<file path="src/rtl/audio_clip_scheduler.sv">
// audio_clip_scheduler
//   Shares one waveform ROM between looping background music (clip 0) and
//   one-shot sound effects (clips 1..N_CLIP-1). Effects take priority over
//   music, higher effect indices preempt lower ones, and preempted music
//   resumes where it left off. One ROM step is taken every HOLD_TIME clocks.
//   Each address is followed ROM_LAT clocks later by a registered sample.
//
// Ports
//   clk           system clock
//   rst           asynchronous, active-low reset
//   music_en      level, background music enabled
//   sfx_req       one-cycle request pulses, bit k requests clip k+1
//   rom_data      ROM read data, valid ROM_LAT clocks after rom_addr changes
//   rom_addr      CLIP_BASE[active] + offset (0 while idle)
//   sample        current audio sample, held between updates (0 while idle)
//   sample_valid  one-cycle pulse when sample updates
//   active_clip   effect clip being addressed (0 when idle or playing music)
//   busy          music or an effect is playing
//   sfx_done      one-cycle pulse when an effect plays its last sample
module audio_clip_scheduler #(
    parameter int                      HOLD_TIME = 52500,
    parameter int                      N_CLIP    = 4,
    parameter int                      ADDR_W    = 16,
    parameter logic [N_CLIP*ADDR_W-1:0] CLIP_BASE = {16'd62000, 16'd60000, 16'd58000, 16'd0},
    parameter logic [N_CLIP*16-1:0]     CLIP_LEN  = {16'd1500, 16'd2000, 16'd2000, 16'd58000},
    parameter int                      ROM_LAT   = 2,
    parameter int                      DATA_W    = 16
) (
    input  logic                      clk,
    input  logic                      rst,
    input  logic                      music_en,
    input  logic [N_CLIP-2:0]         sfx_req,
    input  logic [DATA_W-1:0]         rom_data,
    output logic [ADDR_W-1:0]         rom_addr,
    output logic [DATA_W-1:0]         sample,
    output logic                      sample_valid,
    output logic [$clog2(N_CLIP)-1:0] active_clip,
    output logic                      busy,
    output logic                      sfx_done
);

    localparam int CLIP_W = $clog2(N_CLIP);
    localparam int LEN_W  = 16;

    function automatic int max_len();
        int m;
        m = 1;
        for (int i = 0; i < N_CLIP; i++) begin
            if (int'(CLIP_LEN[i*LEN_W +: LEN_W]) > m) m = int'(CLIP_LEN[i*LEN_W +: LEN_W]);
        end
        return m;
    endfunction

    localparam int MAX_LEN = max_len();
    localparam int OFF_W   = ($clog2(MAX_LEN) < 1) ? 1 : $clog2(MAX_LEN);
    localparam int CNT_W   = ($clog2(HOLD_TIME) < 1) ? 1 : $clog2(HOLD_TIME);

    typedef enum logic [1:0] {S_IDLE, S_MUSIC, S_SFX} state_t;

    function automatic logic [ADDR_W-1:0] clip_base(input logic [CLIP_W-1:0] c);
        return CLIP_BASE[int'(c)*ADDR_W +: ADDR_W];
    endfunction

    function automatic logic [OFF_W-1:0] clip_last(input logic [CLIP_W-1:0] c);
        return OFF_W'(CLIP_LEN[int'(c)*LEN_W +: LEN_W] - 16'd1);
    endfunction

    // Highest requested effect index, 0 when nothing is requested.
    function automatic logic [CLIP_W-1:0] hi_index(input logic [N_CLIP-1:1] p);
        logic [CLIP_W-1:0] idx;
        idx = '0;
        for (int i = 1; i < N_CLIP; i++) begin
            if (p[i]) idx = CLIP_W'(i);
        end
        return idx;
    endfunction

    function automatic logic [N_CLIP-1:1] clip_mask(input logic [CLIP_W-1:0] c);
        logic [N_CLIP-1:1] m;
        for (int i = 1; i < N_CLIP; i++) m[i] = (c == CLIP_W'(i));
        return m;
    endfunction

    state_t              state_q, state_nxt;
    logic [CLIP_W-1:0]   clip_q, clip_nxt;
    logic [OFF_W-1:0]    off_q, off_nxt;
    logic [OFF_W-1:0]    mus_off_q, mus_off_nxt;
    logic [CNT_W-1:0]    cnt_q, cnt_nxt;
    logic [N_CLIP-1:1]   pending_q, pend_nxt, pend_eff;
    logic [CLIP_W-1:0]   hi;
    logic                pend_any, tick, last, start, adv, done_nxt;
    logic [ROM_LAT-1:0]  vld_p;

    // Requests arriving this cycle take part in the decision immediately,
    // so a preemption lands on the very next address update.
    assign pend_eff = pending_q | sfx_req;
    assign hi       = hi_index(pend_eff);
    assign pend_any = |pend_eff;
    assign tick     = (state_q != S_IDLE) && (cnt_q == CNT_W'(HOLD_TIME - 1));
    assign last     = (off_q == clip_last(clip_q));

    always_ff @(posedge clk or negedge rst) begin
        if (!rst) state_q <= S_IDLE;
        else      state_q <= state_nxt;
    end

    always_comb begin
        state_nxt   = state_q;
        clip_nxt    = clip_q;
        off_nxt     = off_q;
        mus_off_nxt = mus_off_q;
        pend_nxt    = pend_eff;
        cnt_nxt     = '0;
        start       = 1'b0;
        adv         = 1'b0;
        done_nxt    = 1'b0;

        if (state_q != S_IDLE) cnt_nxt = tick ? '0 : cnt_q + 1'b1;

        case (state_q)
            S_IDLE: begin
                if (pend_any) begin
                    state_nxt = S_SFX;
                    clip_nxt  = hi;
                    off_nxt   = '0;
                    pend_nxt  = pend_eff & ~clip_mask(hi);
                    start     = 1'b1;
                end else if (music_en) begin
                    state_nxt = S_MUSIC;
                    clip_nxt  = '0;
                    off_nxt   = mus_off_q;
                    start     = 1'b1;
                end
            end
            S_MUSIC: begin
                if (pend_any) begin
                    // Park the music position; a tick this cycle counts as played.
                    mus_off_nxt = tick ? (last ? '0 : off_q + 1'b1) : off_q;
                    state_nxt   = S_SFX;
                    clip_nxt    = hi;
                    off_nxt     = '0;
                    pend_nxt    = pend_eff & ~clip_mask(hi);
                    start       = 1'b1;
                end else if (!music_en) begin
                    state_nxt = S_IDLE;
                    clip_nxt  = '0;
                    off_nxt   = '0;
                end else if (tick) begin
                    off_nxt = last ? '0 : off_q + 1'b1;
                    adv     = 1'b1;
                end
            end
            S_SFX: begin
                // Pending bits below the active clip never preempt; a request at
                // or above it drops the current effect without sfx_done.
                if (pend_any && (hi >= clip_q)) begin
                    clip_nxt = hi;
                    off_nxt  = '0;
                    pend_nxt = pend_eff & ~clip_mask(hi);
                    start    = 1'b1;
                end else if (tick && last) begin
                    done_nxt = 1'b1;
                    if (pend_any) begin
                        clip_nxt = hi;
                        off_nxt  = '0;
                        pend_nxt = pend_eff & ~clip_mask(hi);
                        start    = 1'b1;
                    end else if (music_en) begin
                        state_nxt = S_MUSIC;
                        clip_nxt  = '0;
                        off_nxt   = mus_off_q;
                        start     = 1'b1;
                    end else begin
                        state_nxt = S_IDLE;
                        clip_nxt  = '0;
                        off_nxt   = '0;
                    end
                end else if (tick) begin
                    off_nxt = off_q + 1'b1;
                    adv     = 1'b1;
                end
            end
            default: begin
                state_nxt = S_IDLE;
                clip_nxt  = '0;
                off_nxt   = '0;
            end
        endcase

        if (!music_en) mus_off_nxt = '0;
    end

    always_comb begin
        busy        = (state_q != S_IDLE);
        active_clip = (state_q == S_SFX) ? clip_q : '0;
    end

    // Stage p0: sequencing state and ROM address.
    always_ff @(posedge clk or negedge rst) begin
        if (!rst) begin
            clip_q    <= '0;
            off_q     <= '0;
            mus_off_q <= '0;
            cnt_q     <= '0;
            pending_q <= '0;
            sfx_done  <= 1'b0;
            rom_addr  <= '0;
            vld_p     <= '0;
        end else begin
            clip_q    <= clip_nxt;
            off_q     <= off_nxt;
            mus_off_q <= mus_off_nxt;
            cnt_q     <= cnt_nxt;
            pending_q <= pend_nxt;
            sfx_done  <= done_nxt;
            if (state_nxt == S_IDLE) begin
                rom_addr <= '0;
                vld_p    <= '0;
            end else if (start) begin
                // A clip switch discards every address still in flight.
                rom_addr <= clip_base(clip_nxt) + ADDR_W'(off_nxt);
                vld_p    <= ROM_LAT'(1);
            end else begin
                if (adv) rom_addr <= clip_base(clip_nxt) + ADDR_W'(off_nxt);
                vld_p <= (vld_p << 1) | ROM_LAT'(adv);
            end
        end
    end

    // Stage p1..pROM_LAT: capture ROM data once the surviving address has settled.
    always_ff @(posedge clk or negedge rst) begin
        if (!rst) begin
            sample       <= '0;
            sample_valid <= 1'b0;
        end else if (state_nxt == S_IDLE) begin
            sample       <= '0;
            sample_valid <= 1'b0;
        end else begin
            sample_valid <= vld_p[ROM_LAT-1];
            if (vld_p[ROM_LAT-1]) sample <= rom_data;
        end
    end

endmodule
</file>
<file path="config.mk">
export PLATFORM = sky130hd
export DESIGN_NAME = audio_clip_scheduler
export DESIGN_NICKNAME = d
export VERILOG_FILES = /design/src/rtl/audio_clip_scheduler.sv
export SDC_FILE = /design/constraint.sdc
export NUM_CORES = 1
export LEC_CHECK = 0
export ABC_AREA = 1
export ABC_CLOCK_PERIOD_IN_PS = 9850
export CAP_MARGIN = 0
export CORE_MARGIN = 2
export CORE_UTILIZATION = 63
export CTS_CLUSTER_SIZE = 28
export DETAILED_ROUTE_END_ITERATION = 6
export GPL_ROUTABILITY_DRIVEN = 0
export PLACE_DENSITY_LB_ADDON = 0.05
export SLEW_MARGIN = 40
export SYNTH_ARGS = -nofsm -noshare
export SYNTH_HDL_FRONTEND = slang
export SYNTH_SLANG_ARGS = --single-unit
</file>
<file path="constraint.sdc">
create_clock -name clk -period 9.85 [get_ports clk]
set_input_delay 2.955 -clock clk [delete_from_list [all_inputs] [get_ports clk]]
set_output_delay 2.955 -clock clk [all_outputs]
set_load 0.1 [all_outputs]
</file>
==> metrics.md <==
| Metric | Value |
|---|---|
| Status | finished, violations left |
| Failing checks | design-rule violations |
| Worst Setup Start Kind | primary input |
| Post-route minimum period | 6310 ps |
| Syn-to-layout area delta | 9.37% |
| XOR/XNOR share of the synthesized area | between 2 and 2.5% |
| Fraction of layout cells with a size suffix above 1 | approximately 11% |
| Slew Limit Headroom | between 40% and 50% |
| Mux share of post-synthesis cell area | 0% |
| Peak VDD IR | roughly 0.25 mV |
| Worst setup EP type | register |
| CTS Sinks | 91 |
| EDFF count, synth | 0 |
| 1st-iter DRT viols | approximately 850 |
| Crit path largest cell delay | around 640 ps |
| Top_reg_cell synth | dfrtp_1 |
| Top-count cell post-synth | nand2_1 |
| Chip height | approximately 100 um |
| Root buf cell | clkbuf_8 |
| Critical Path Slowest Stage Cell | clkdlybuf4s50_1 |
| Vias in the first global route | ~6300 |
| Slew Limit Fails | 0 |
| WP buf/inv | 4 |
| Worst-path clk slew | 90 ps |
| Htree depth | 3 |
| Top cells by area, synth | dfrtp_1 (36%), nand2_1 (14%), inv_1 (7.8%) |
| Area share of and/or/nand/nor cells after synthesis | around a third |
| Post_cts resized | 0 |
| Die W | between 100 and 150 um |
| Start point of the worst min-delay path | mus_off_q[13] |
| Asr flop ratio synth | 100% |
| Worst slack, placed | about 3200 ps |
| Top Ports | 59 |
| PnR Total Power | ~1.8 mW |
| Compound-Gate Fraction of Synth Area | 13.3% |
| RSZ-0062 raised after global routing | no |
| Setup ws final | around 3500 ps |
| Data required time of the worst path | roughly 10000 ps |
| Final Hold Vio Count | 0 |
| # nets final | approximately 1000 |
| # DRC | 36 |
| Synth Area in Adders | approximately 3.5% |
| R2R depth | 24 |
| Syn_nets | 964 |
| # Post-CTS Setup Buffers | 0 |
| CP Class | primary input to register |
| Register bit total from synthesis | 91 |
| Worst skew pair latency | roughly 390 ps |
| Fmax | about 160 MHz |
| Hold slack | 490 ps |
| Starting Density | 65.0% |
| Synth unique cells | 48 |
| Synth Area per Inst | between 6 and 7 um^2 |
| Synth Instances | approximately 900 |
| Via Count | ~6500 |
| Synthesized area | 6350 um^2 |
| N_diodes | 0 |
| Cells along the critical path | clkdlybuf4s50_1 -> clkinv_1 -> nand2_1 -> o22ai_1 -> nand2_1 -> a31oi_1 -> ha_1 -> ha_1 -> inv_1 -> nand2_1 -> inv_2 -> o21ai_2 -> nand3_1 -> nand2_1 -> nand2_1 -> nand3_1 -> nand2_1 |
| Core Rows | 36 |
| Seq/Total Area, Yosys | a little over a third |
| Congestion Overflow GR | 0 |
| Critical Path AT | 6590 ps |
| # setup viols final | 0 |
| Synth warn | 0 |
| Num CTS Buffers | 9 |
| IO Port Bufs | a little under 60 |
| Post-CTS Hold Buffers | 0 |
| Clock skew | ~13 ps |
| Gr usage total | between 30% and 40% |
| P per Cell Area | 258 nW/um^2 |
| CORE AREA | around 9800 um^2 |
| Critical Path Most Common Cell | nand2_1 |
| Hold Crit Depth | 2 |
| First-pass GRT wire length | 30000 um |
| Largest family of logic cells by synthesized area | simple AND/OR/NAND/NOR gates |
| Worst-margin pin slew | roughly 800 ps |
| Largest delay share family, worst path | simple AND/OR/NAND/NOR gates |
| Die area | around 11000 um^2 |
| Drt first pass iters | 7 |
| Max clock buf depth | 2 |
| Dpl hpwl | 13000 um |
| TritonCTS clock tree | done |
| Pleak | about 3.4 nW |
| Final setup TNS | 0 ps |
| Drt wl/cell | 16.0 um |
| Initial antenna violation count | 0 |
| Crit share post-route | approximately 64% |
| Yosys top cell area share | a little over a third |
| Via-to-Cell Ratio | around 5.8 |
| Largest net degree at the start of global routing | 47 |
| RR Startpoint | state_q[0] |
| Worst hold path class | register to register |
| Fin util | around 71% |
| Yosys top cell by area | dfrtp_1 |
| Number of max-cap violations | 0 |
| Reg2Reg Setup Slack | around 5100 ps |
| Worst R2R End | rom_addr[15] |
| Synth top cells by count | nand2_1 (239), inv_1 (132), nor2_1 (112) |
| Crit path max fanout | 17 |
| Hold EP | mus_off_q[13] |
| Wirelength, routed | 17700 um |
| Final ANT Viol Nets | 0 |
cells by family after synthesis:
kind of cell | Yosys count
simple gates | 487
fa+ha+maj | 18
buf+inv | 172
xor+xnor | 15
compound gates | 141
flops | 91
flip-flops by register name, summed over array words and instances, names as in the netlist:
signal and flops:
sfx_done 1, sample 16, sample_valid 1, cnt_q 16, mus_off_q 16, vld_p 2
rom_addr 16, off_q 16, pending_q 3, state_q 2, clip_q 2
tightest hold or removal path, cell delays in order (launching register included):
cell	delay (ps)
dfrtp_1	350
nand2_1	60
nand2_1	50
how the worst max path moves through the flow:
stage	depth (start not counted)	endpoint	slack [ps]	startpoint
5_1_grt	26	rom_addr[15]	3110	sfx_req[2]
2_1_floorplan	24	rom_addr[15]	4240	sfx_req[0]
3_3_place_gp	25	rom_addr[15]	3340	sfx_req[2]
3_5_place_dp	25	rom_addr[15]	3160	sfx_req[2]
4_1_cts	25	rom_addr[15]	3570	sfx_req[2]
6_report	17	rom_addr[12]	3540	music_en
power breakdown:
group / internal (mW) / switching [mW]
Combinational: 0.217 / 0.850
Clock: 0.0905 / 0.135
Sequential: 0.447 / 0.0565
through the flow:
stage / instance area, um^2 / cells
5_1_grt: 6950 / 1108
3_3_place_gp: 6970 / 1092
2_1_floorplan: 6350 / 924
4_1_cts: 6950 / 1108
3_5_place_dp: 6790 / 1092
6_report: 6950 / 1108
placed cells by master (no fill, tap or decap), types with 3 or more instances in the layout:
master,n
nand2_1,239
nand4_1,20
dfrtp_1,91
nand2_2,11
a21oi_1,29
ha_1,18
nor2_1,112
buf_2,37
nand3_1,63
nor3_1,15
xor2_1,14
a31oi_1,8
o2111ai_1,3
nor2_2,4
o21ai_2,12
a22o_1,6
clkinv_2,3
nor3b_1,3
o21ai_0,60
a211oi_1,4
clkinv_1,3
nand2_4,4
buf_4,3
inv_1,132
o22ai_1,5
or2_2,3
clkbuf_8,9
inv_2,9
o221ai_1,3
o211ai_1,3
nor2_4,4
clkdlybuf4s50_1,20
per-layer routing:
layer  vias up  routed length (um)  track usage (%)
met5         -                   0                0
met4         0                 990             17.9
met3       107                1550             7.77
met2       361                8040             54.3
met1      2950                7130             43.3
li1       3053                   -                -
cell type report:
| type | count | area, um^2 |
|---|---|---|
| clock buffer | 11 | 131 |
| clock inverter | 5 | 30.0 |
| fill | 831 | 2820 |
| inverter | 147 | 564 |
| multi-input combinational | 661 | 3370 |
| sequential | 91 | 2280 |
| tap | 133 | 166 |
| timing repair buffer | 60 | 408 |
Power figures use the tool's default switching activity.
